$ cat config.mk
export PLATFORM = sky130hd
export DESIGN_NAME = decode_stage
export DESIGN_NICKNAME = d
export VERILOG_FILES = /design/src/rtl/decode_stage.sv
export SDC_FILE = /design/constraint.sdc
export NUM_CORES = 1
export LEC_CHECK = 0
export BUFFER_PORTS_ARGS = -buffer_cell sky130_fd_sc_hd__buf_2
export CORE_UTILIZATION = 25
export DETAILED_ROUTE_END_ITERATION = 16
export GPL_TIMING_DRIVEN = 0
export MAX_ROUTING_LAYER = met4
export SETUP_SLACK_MARGIN = 0.3
export SLEW_MARGIN = 15
export SYNTH_ARGS = -nofsm -noshare
export SYNTH_HDL_FRONTEND = slang
export SYNTH_SLANG_ARGS = --single-unit
$ cat constraint.sdc
create_clock -name clk -period 4.7 [get_ports clk]
set_input_delay 1.41 -clock clk [delete_from_list [all_inputs] [get_ports clk]]
set_output_delay 1.41 -clock clk [all_outputs]
set_load 0.03 [all_outputs]
$ cat src/rtl/decode_stage.sv
// RV32I decode stage: register-file read port drive, registered decode bundle toward execute.
// Optional load-use stall (hazard logic and pending-load tracking) enabled by H2BP_LOAD_USE_STALL_EN.
module decode_stage (
    input  logic        clk,
    input  logic        rst_n,
    input  logic        instr_valid,
    input  logic [31:0] instr,
    input  logic [31:0] instr_pc,
    output logic        decode_ready,
    output logic        operand_a_enable,
    output logic        operand_b_enable,
    output logic [4:0]  operand_a_addr,
    output logic [4:0]  operand_b_addr,
    output logic        dec_valid,
    input  logic        exec_ready,
    output logic [6:0]  dec_opcode,
    output logic [2:0]  dec_funct3,
    output logic        dec_funct7_5,
    output logic [4:0]  dec_rd,
    output logic [31:0] dec_imm,
    output logic        dec_use_imm,
    output logic [31:0] dec_pc,
    output logic        dec_illegal,
    input  logic        load_done
);

    localparam logic [6:0] OPC_LUI    = 7'b0110111;
    localparam logic [6:0] OPC_AUIPC  = 7'b0010111;
    localparam logic [6:0] OPC_JAL    = 7'b1101111;
    localparam logic [6:0] OPC_JALR   = 7'b1100111;
    localparam logic [6:0] OPC_BRANCH = 7'b1100011;
    localparam logic [6:0] OPC_LOAD   = 7'b0000011;
    localparam logic [6:0] OPC_STORE  = 7'b0100011;
    localparam logic [6:0] OPC_OP_IMM = 7'b0010011;
    localparam logic [6:0] OPC_OP     = 7'b0110011;
    localparam logic [6:0] OPC_FENCE  = 7'b0001111;
    localparam logic [6:0] OPC_SYSTEM = 7'b1110011;

    typedef enum logic [2:0] {
        FMT_R,
        FMT_I,
        FMT_S,
        FMT_B,
        FMT_U,
        FMT_J,
        FMT_ILLEGAL
    } fmt_e;

    logic [6:0]  opcode;
    logic [4:0]  rs1;
    logic [4:0]  rs2;
    logic [4:0]  rd;
    fmt_e        fmt;
    logic        rs1_used;
    logic        rs2_used;
    logic        rd_written;
    logic        use_imm;
    logic [31:0] imm;
    logic        hazard;
    logic        accept;

    assign opcode = instr[6:0];
    assign rs1    = instr[19:15];
    assign rs2    = instr[24:20];
    assign rd     = instr[11:7];

    // NOTE: every always_comb output gets a default first so no path can infer a latch.
    always_comb begin
        fmt = FMT_ILLEGAL;
        unique case (opcode)
            OPC_OP:                                   fmt = FMT_R;
            OPC_OP_IMM, OPC_LOAD, OPC_JALR,
            OPC_FENCE, OPC_SYSTEM:                    fmt = FMT_I;
            OPC_STORE:                                fmt = FMT_S;
            OPC_BRANCH:                               fmt = FMT_B;
            OPC_LUI, OPC_AUIPC:                       fmt = FMT_U;
            OPC_JAL:                                  fmt = FMT_J;
            default:                                  fmt = FMT_ILLEGAL;
        endcase
    end

    always_comb begin
        imm = 32'd0;
        unique case (fmt)
            FMT_I:   imm = {{20{instr[31]}}, instr[31:20]};
            FMT_S:   imm = {{20{instr[31]}}, instr[31:25], instr[11:7]};
            FMT_B:   imm = {{19{instr[31]}}, instr[31], instr[7], instr[30:25], instr[11:8], 1'b0};
            FMT_U:   imm = {instr[31:12], 12'd0};
            FMT_J:   imm = {{11{instr[31]}}, instr[31], instr[19:12], instr[20], instr[30:21], 1'b0};
            default: imm = 32'd0;
        endcase
    end

    assign rs1_used   = (fmt == FMT_R) || (fmt == FMT_I) || (fmt == FMT_S) || (fmt == FMT_B);
    assign rs2_used   = (fmt == FMT_R) || (fmt == FMT_S) || (fmt == FMT_B);
    assign rd_written = (fmt == FMT_R) || (fmt == FMT_I) || (fmt == FMT_U) || (fmt == FMT_J);
    assign use_imm    = (fmt == FMT_I) || (fmt == FMT_S) || (fmt == FMT_U) || (fmt == FMT_J);

`ifdef H2BP_LOAD_USE_STALL_EN
    logic       pend_valid;
    logic [4:0] pend_rd;
    logic       pend_live;
    logic       held_load;
    logic       load_handoff;
    logic       hit_held;
    logic       hit_pend;

    // A pending load stops blocking in its load_done cycle: the bypass covers that edge.
    assign pend_live    = pend_valid && !load_done;
    assign held_load    = dec_valid && (dec_opcode == OPC_LOAD) && (dec_rd != 5'd0);
    assign load_handoff = held_load && exec_ready;

    assign hit_held = held_load &&
                      ((rs1_used && (rs1 != 5'd0) && (rs1 == dec_rd)) ||
                       (rs2_used && (rs2 != 5'd0) && (rs2 == dec_rd)));
    assign hit_pend = pend_live &&
                      ((rs1_used && (rs1 != 5'd0) && (rs1 == pend_rd)) ||
                       (rs2_used && (rs2 != 5'd0) && (rs2 == pend_rd)));

    assign hazard = instr_valid &&
                    (hit_held || hit_pend || (pend_live && (opcode == OPC_LOAD)));

    // A new handoff wins over load_done, which always refers to the older load.
    always_ff @(posedge clk or negedge rst_n) begin
        if (!rst_n) begin
            pend_valid <= 1'b0;
            pend_rd    <= 5'd0;
        end else if (load_handoff) begin
            pend_valid <= 1'b1;
            pend_rd    <= dec_rd;
        end else if (load_done) begin
            pend_valid <= 1'b0;
        end
    end
`else
    logic unused_load_done;

    assign unused_load_done = load_done;
    assign hazard           = 1'b0;
`endif

    // Held low through reset so fetch cannot hand over an instruction that would be dropped.
    assign decode_ready = rst_n && (!dec_valid || exec_ready) && !hazard;
    assign accept       = instr_valid && decode_ready;

    assign operand_a_enable = accept && rs1_used;
    assign operand_b_enable = accept && rs2_used;
    assign operand_a_addr   = rs1;
    assign operand_b_addr   = rs2;

    // NOTE: sequential state uses non-blocking assignments so every flop samples pre-edge values.
    always_ff @(posedge clk or negedge rst_n) begin
        if (!rst_n) begin
            dec_valid    <= 1'b0;
            dec_opcode   <= 7'd0;
            dec_funct3   <= 3'd0;
            dec_funct7_5 <= 1'b0;
            dec_rd       <= 5'd0;
            dec_imm      <= 32'd0;
            dec_use_imm  <= 1'b0;
            dec_pc       <= 32'd0;
            dec_illegal  <= 1'b0;
        end else if (accept) begin
            dec_valid    <= 1'b1;
            dec_opcode   <= opcode;
            dec_funct3   <= instr[14:12];
            dec_funct7_5 <= instr[30];
            dec_rd       <= rd_written ? rd : 5'd0;
            dec_imm      <= imm;
            dec_use_imm  <= use_imm;
            dec_pc       <= instr_pc;
            dec_illegal  <= (fmt == FMT_ILLEGAL);
        end else if (exec_ready) begin
            dec_valid    <= 1'b0;
        end
    end

endmodule

==> impl_metrics.toml <==
[placed_design]
portBuffers = 163
post-dp-hpwl_um = 8858
placedCellCount = 737
globalplace.congestion = 0.7988

[timing]
worst_slew_pin_slew_ps = 560.0
fin_crit_sh = 0.9897
max_freq_mhz = 215.0
slew_headroom = 0.6218
rsz0062_at_grt = "true"
fin_tns_setup_ps = 0
final_max_slew_viol_count = 0
hold_viol = 0
skew_ps = 5.351
holdWs_ps = 465.5
finalSetupViolations = 0
min_period_ps = 4652

[setup_path]
crit_fanout = 5
cp.arrival_ps = 3240
cp_slowest_cell = "nor4bb_4"
crit_type = "in -> out"
end_kind = "primary output"
worstRegToRegCells = 7
critPathMaxStageDelay_ps = 310
reg2reg_setup_slack_ps = 2560
cpMostUsedCell = "buf_6"
critPathTopFamily = "simple AND/OR/NAND/NOR gates"
critPathBufInv = 4
r2r-end = "dec_imm[13]$_DFFE_PN0P_"
startpoint_type = "primary input"
crit_chain = "buf_6 -> buf_6 -> nor4bb_4 -> and3_4 -> inv_6 -> ha_4 -> a21boi_2 -> o311ai_2 -> a211o_1 -> and2_4 -> buf_6"
timing.rr.start = "dec_valid$_DFFE_PN0P_"
required_ps = 3290

[global_route]
gr-total-overflow = 0
grt_start_max_net_pins = 35
antenna_found_initial = 0
grtUsageTotal = 0.1663
grt_pass1_wl_um = 18420
grt_pass1_vias = 3539

[floorplanning]
die-width_um = 124.1
die-area_um2 = 15400
die_h_um = 124.1
core_area_um2 = 14530
io_pins = 165
start_util = 0.2565
rows = 44

[pwr]
power_density_nw_per_um2 = 379.3
worst_ir_drop_vdd_mv = 0.2275
p_leak_nw = 2.913
total_power_mw = 2.066

[layout]
stdcell_count = 766
fin_nets = 647
fin_util = 0.3747
n_antenna_cell = 0
syn2layout_area_growth_pct = 46.12
drive_gt1_frac = 0.4003

[drt]
routed_wl_um = 12050
drt_iter0_markers = 147
dr_wl_met3_um = 745
wl_met2_um = 5823
post_drt_via_cell_ratio = 4.621
via_count = 3540
dr.pass1.iters = 4
routed.top_layer = "met4"
drc = 0
ant_nets = 0
met1_length_um = 5353
routedWlPerCell_um = 15.74

[logic_synthesis]
ys_top_cells_by_count = "nand2_1 (143), dfrtp_1 (83), o21ai_0 (19)"
synth_edf_count = 0
synth_top_area_share = 0.5572
synth.distinct_cells = 50
synth_area_um2 = 3727
syn_area_per_cell_um2 = 9.582
async_reset_ff_frac = 1.000
yosysTopAreaCell = "dfrtp_1"
synth_area_leaders = "dfrtp_1 (56%), nand2_1 (14%), a221o_1 (4.0%)"
yosys.cell_count.top_type = "nand2_1"
synthFlopType = "dfrtp_1"
synth_cells = 389
ys_seq_area_frac = 0.5572
synth_nets = 459
ys_ff_latch = 83
yosys_warnings = 0

[worst_hold_path]
min_path_type = "reg -> reg"
hold_depth = 2
min_to = "dec_pc[19]$_DFFE_PN0P_"
hold_path.startpoint = "dec_pc[19]$_DFFE_PN0P_"

[clocking]
clk_pin_slew_worst_paths_ps = 60
cts-htree-levels = 3
clock_latency_ps = 340
cts_max_path_buffers = 2
clkSinkCount = 83
cts-root-buf = "clkbuf_16"
numCtsBuffers = 9
cts_tree = "yes"

[run_status]
status = "finished clean"

[flow_run]
drv_cap = 0
[timing repair]
action / CTS / global route
endpoints found under the setup margin: 2 / 2
buffers inserted: 6 / 6
hold buffers: 0 / 0
hold endpoints to repair: 0 / 0
gates resized for setup: 23 / 8
pin swaps: 8 / 2
cloned: 1 / 0
[area by class of cell]
type                       instances  area (um^2)
multi-input combinational        270         1568
tap                              184        230.2
buffer                            33        202.7
fill                            1511         9087
inverter                           3        18.77
timing repair buffer             177         1006
sequential                        83         2077
clock buffer                      12        246.5
clock inverter                     4        97.59
[tightest hold or removal path: cells and delay by family, from the launching register on]
| kind | cells | cell delay [ps] |
|---|---|---|
| simple gates | 2 | 110 |
| flops | 1 | 330 |
[metrics by stage]
stage,instance area [um^2],worst slack (ps)
floorplan,3779,194.7
global placement,4825,-945.2
detailed placement,4855,-408.2
CTS,5364,71.04
global route,5446,-15.16
finish,5446,48.45
[cells in the final DEF (no fill, tap or decap), types with 4 or more instances in the layout]
| cell | n |
|---|---|
| a21oi_1 | 10 |
| a221o_1 | 15 |
| a22o_1 | 7 |
| a32o_1 | 5 |
| and2_1 | 7 |
| buf_1 | 5 |
| buf_2 | 160 |
| buf_4 | 24 |
| buf_6 | 6 |
| clkbuf_1 | 11 |
| clkbuf_16 | 9 |
| dfrtp_1 | 83 |
| nand2_1 | 143 |
| nor2_1 | 6 |
| nor2b_1 | 4 |
| o21ai_0 | 19 |
[sequential cells by signal, summed over array words and instances (netlist names)]
register and flops:
dec_use_imm 1, dec_opcode 7, dec_pc 32, dec_funct7_5 1
dec_funct3 3, dec_illegal 1, dec_rd 5, dec_imm 32
dec_valid 1
[kinds of logic after synthesis]
family | Yosys count | synth area share
AOI/OAI and AO/OA | 79 | 0.1645
adders and majority gates | 1 | 0.003356
and+or+nand+nor | 189 | 0.2222
xor gates and xnor gates | 1 | 0.002350
DFF | 83 | 0.5572
buffers and inverters | 36 | 0.05036
[how the worst max path moves through the flow]
stage	depth (start not counted)	from	endpoint
floorplan	9	instr[2]	operand_b_enable
global route	11	instr[2]	operand_b_enable
global placement	7	rst_n	operand_b_enable
detailed placement	11	instr[2]	operand_b_enable
finish	11	instr[2]	operand_b_enable
CTS	11	instr[2]	operand_b_enable
[metal layers]
layer / track usage / vias up
met5: - / -
met1: 0.1993 / 1706
met3: 0.05174 / 14
met2: 0.2659 / 123
met4: 0.05208 / 0
li1: - / 1697
[power breakdown]
part | leakage (nW) | internal (mW) | total, mW | switching, mW
clock network | 0.163 | 0.534 | 0.820 | 0.286
registers | 1.08 | 0.782 | 0.815 | 0.0334
logic | 1.67 | 0.134 | 0.431 | 0.296
Power figures use the tool's default switching activity.
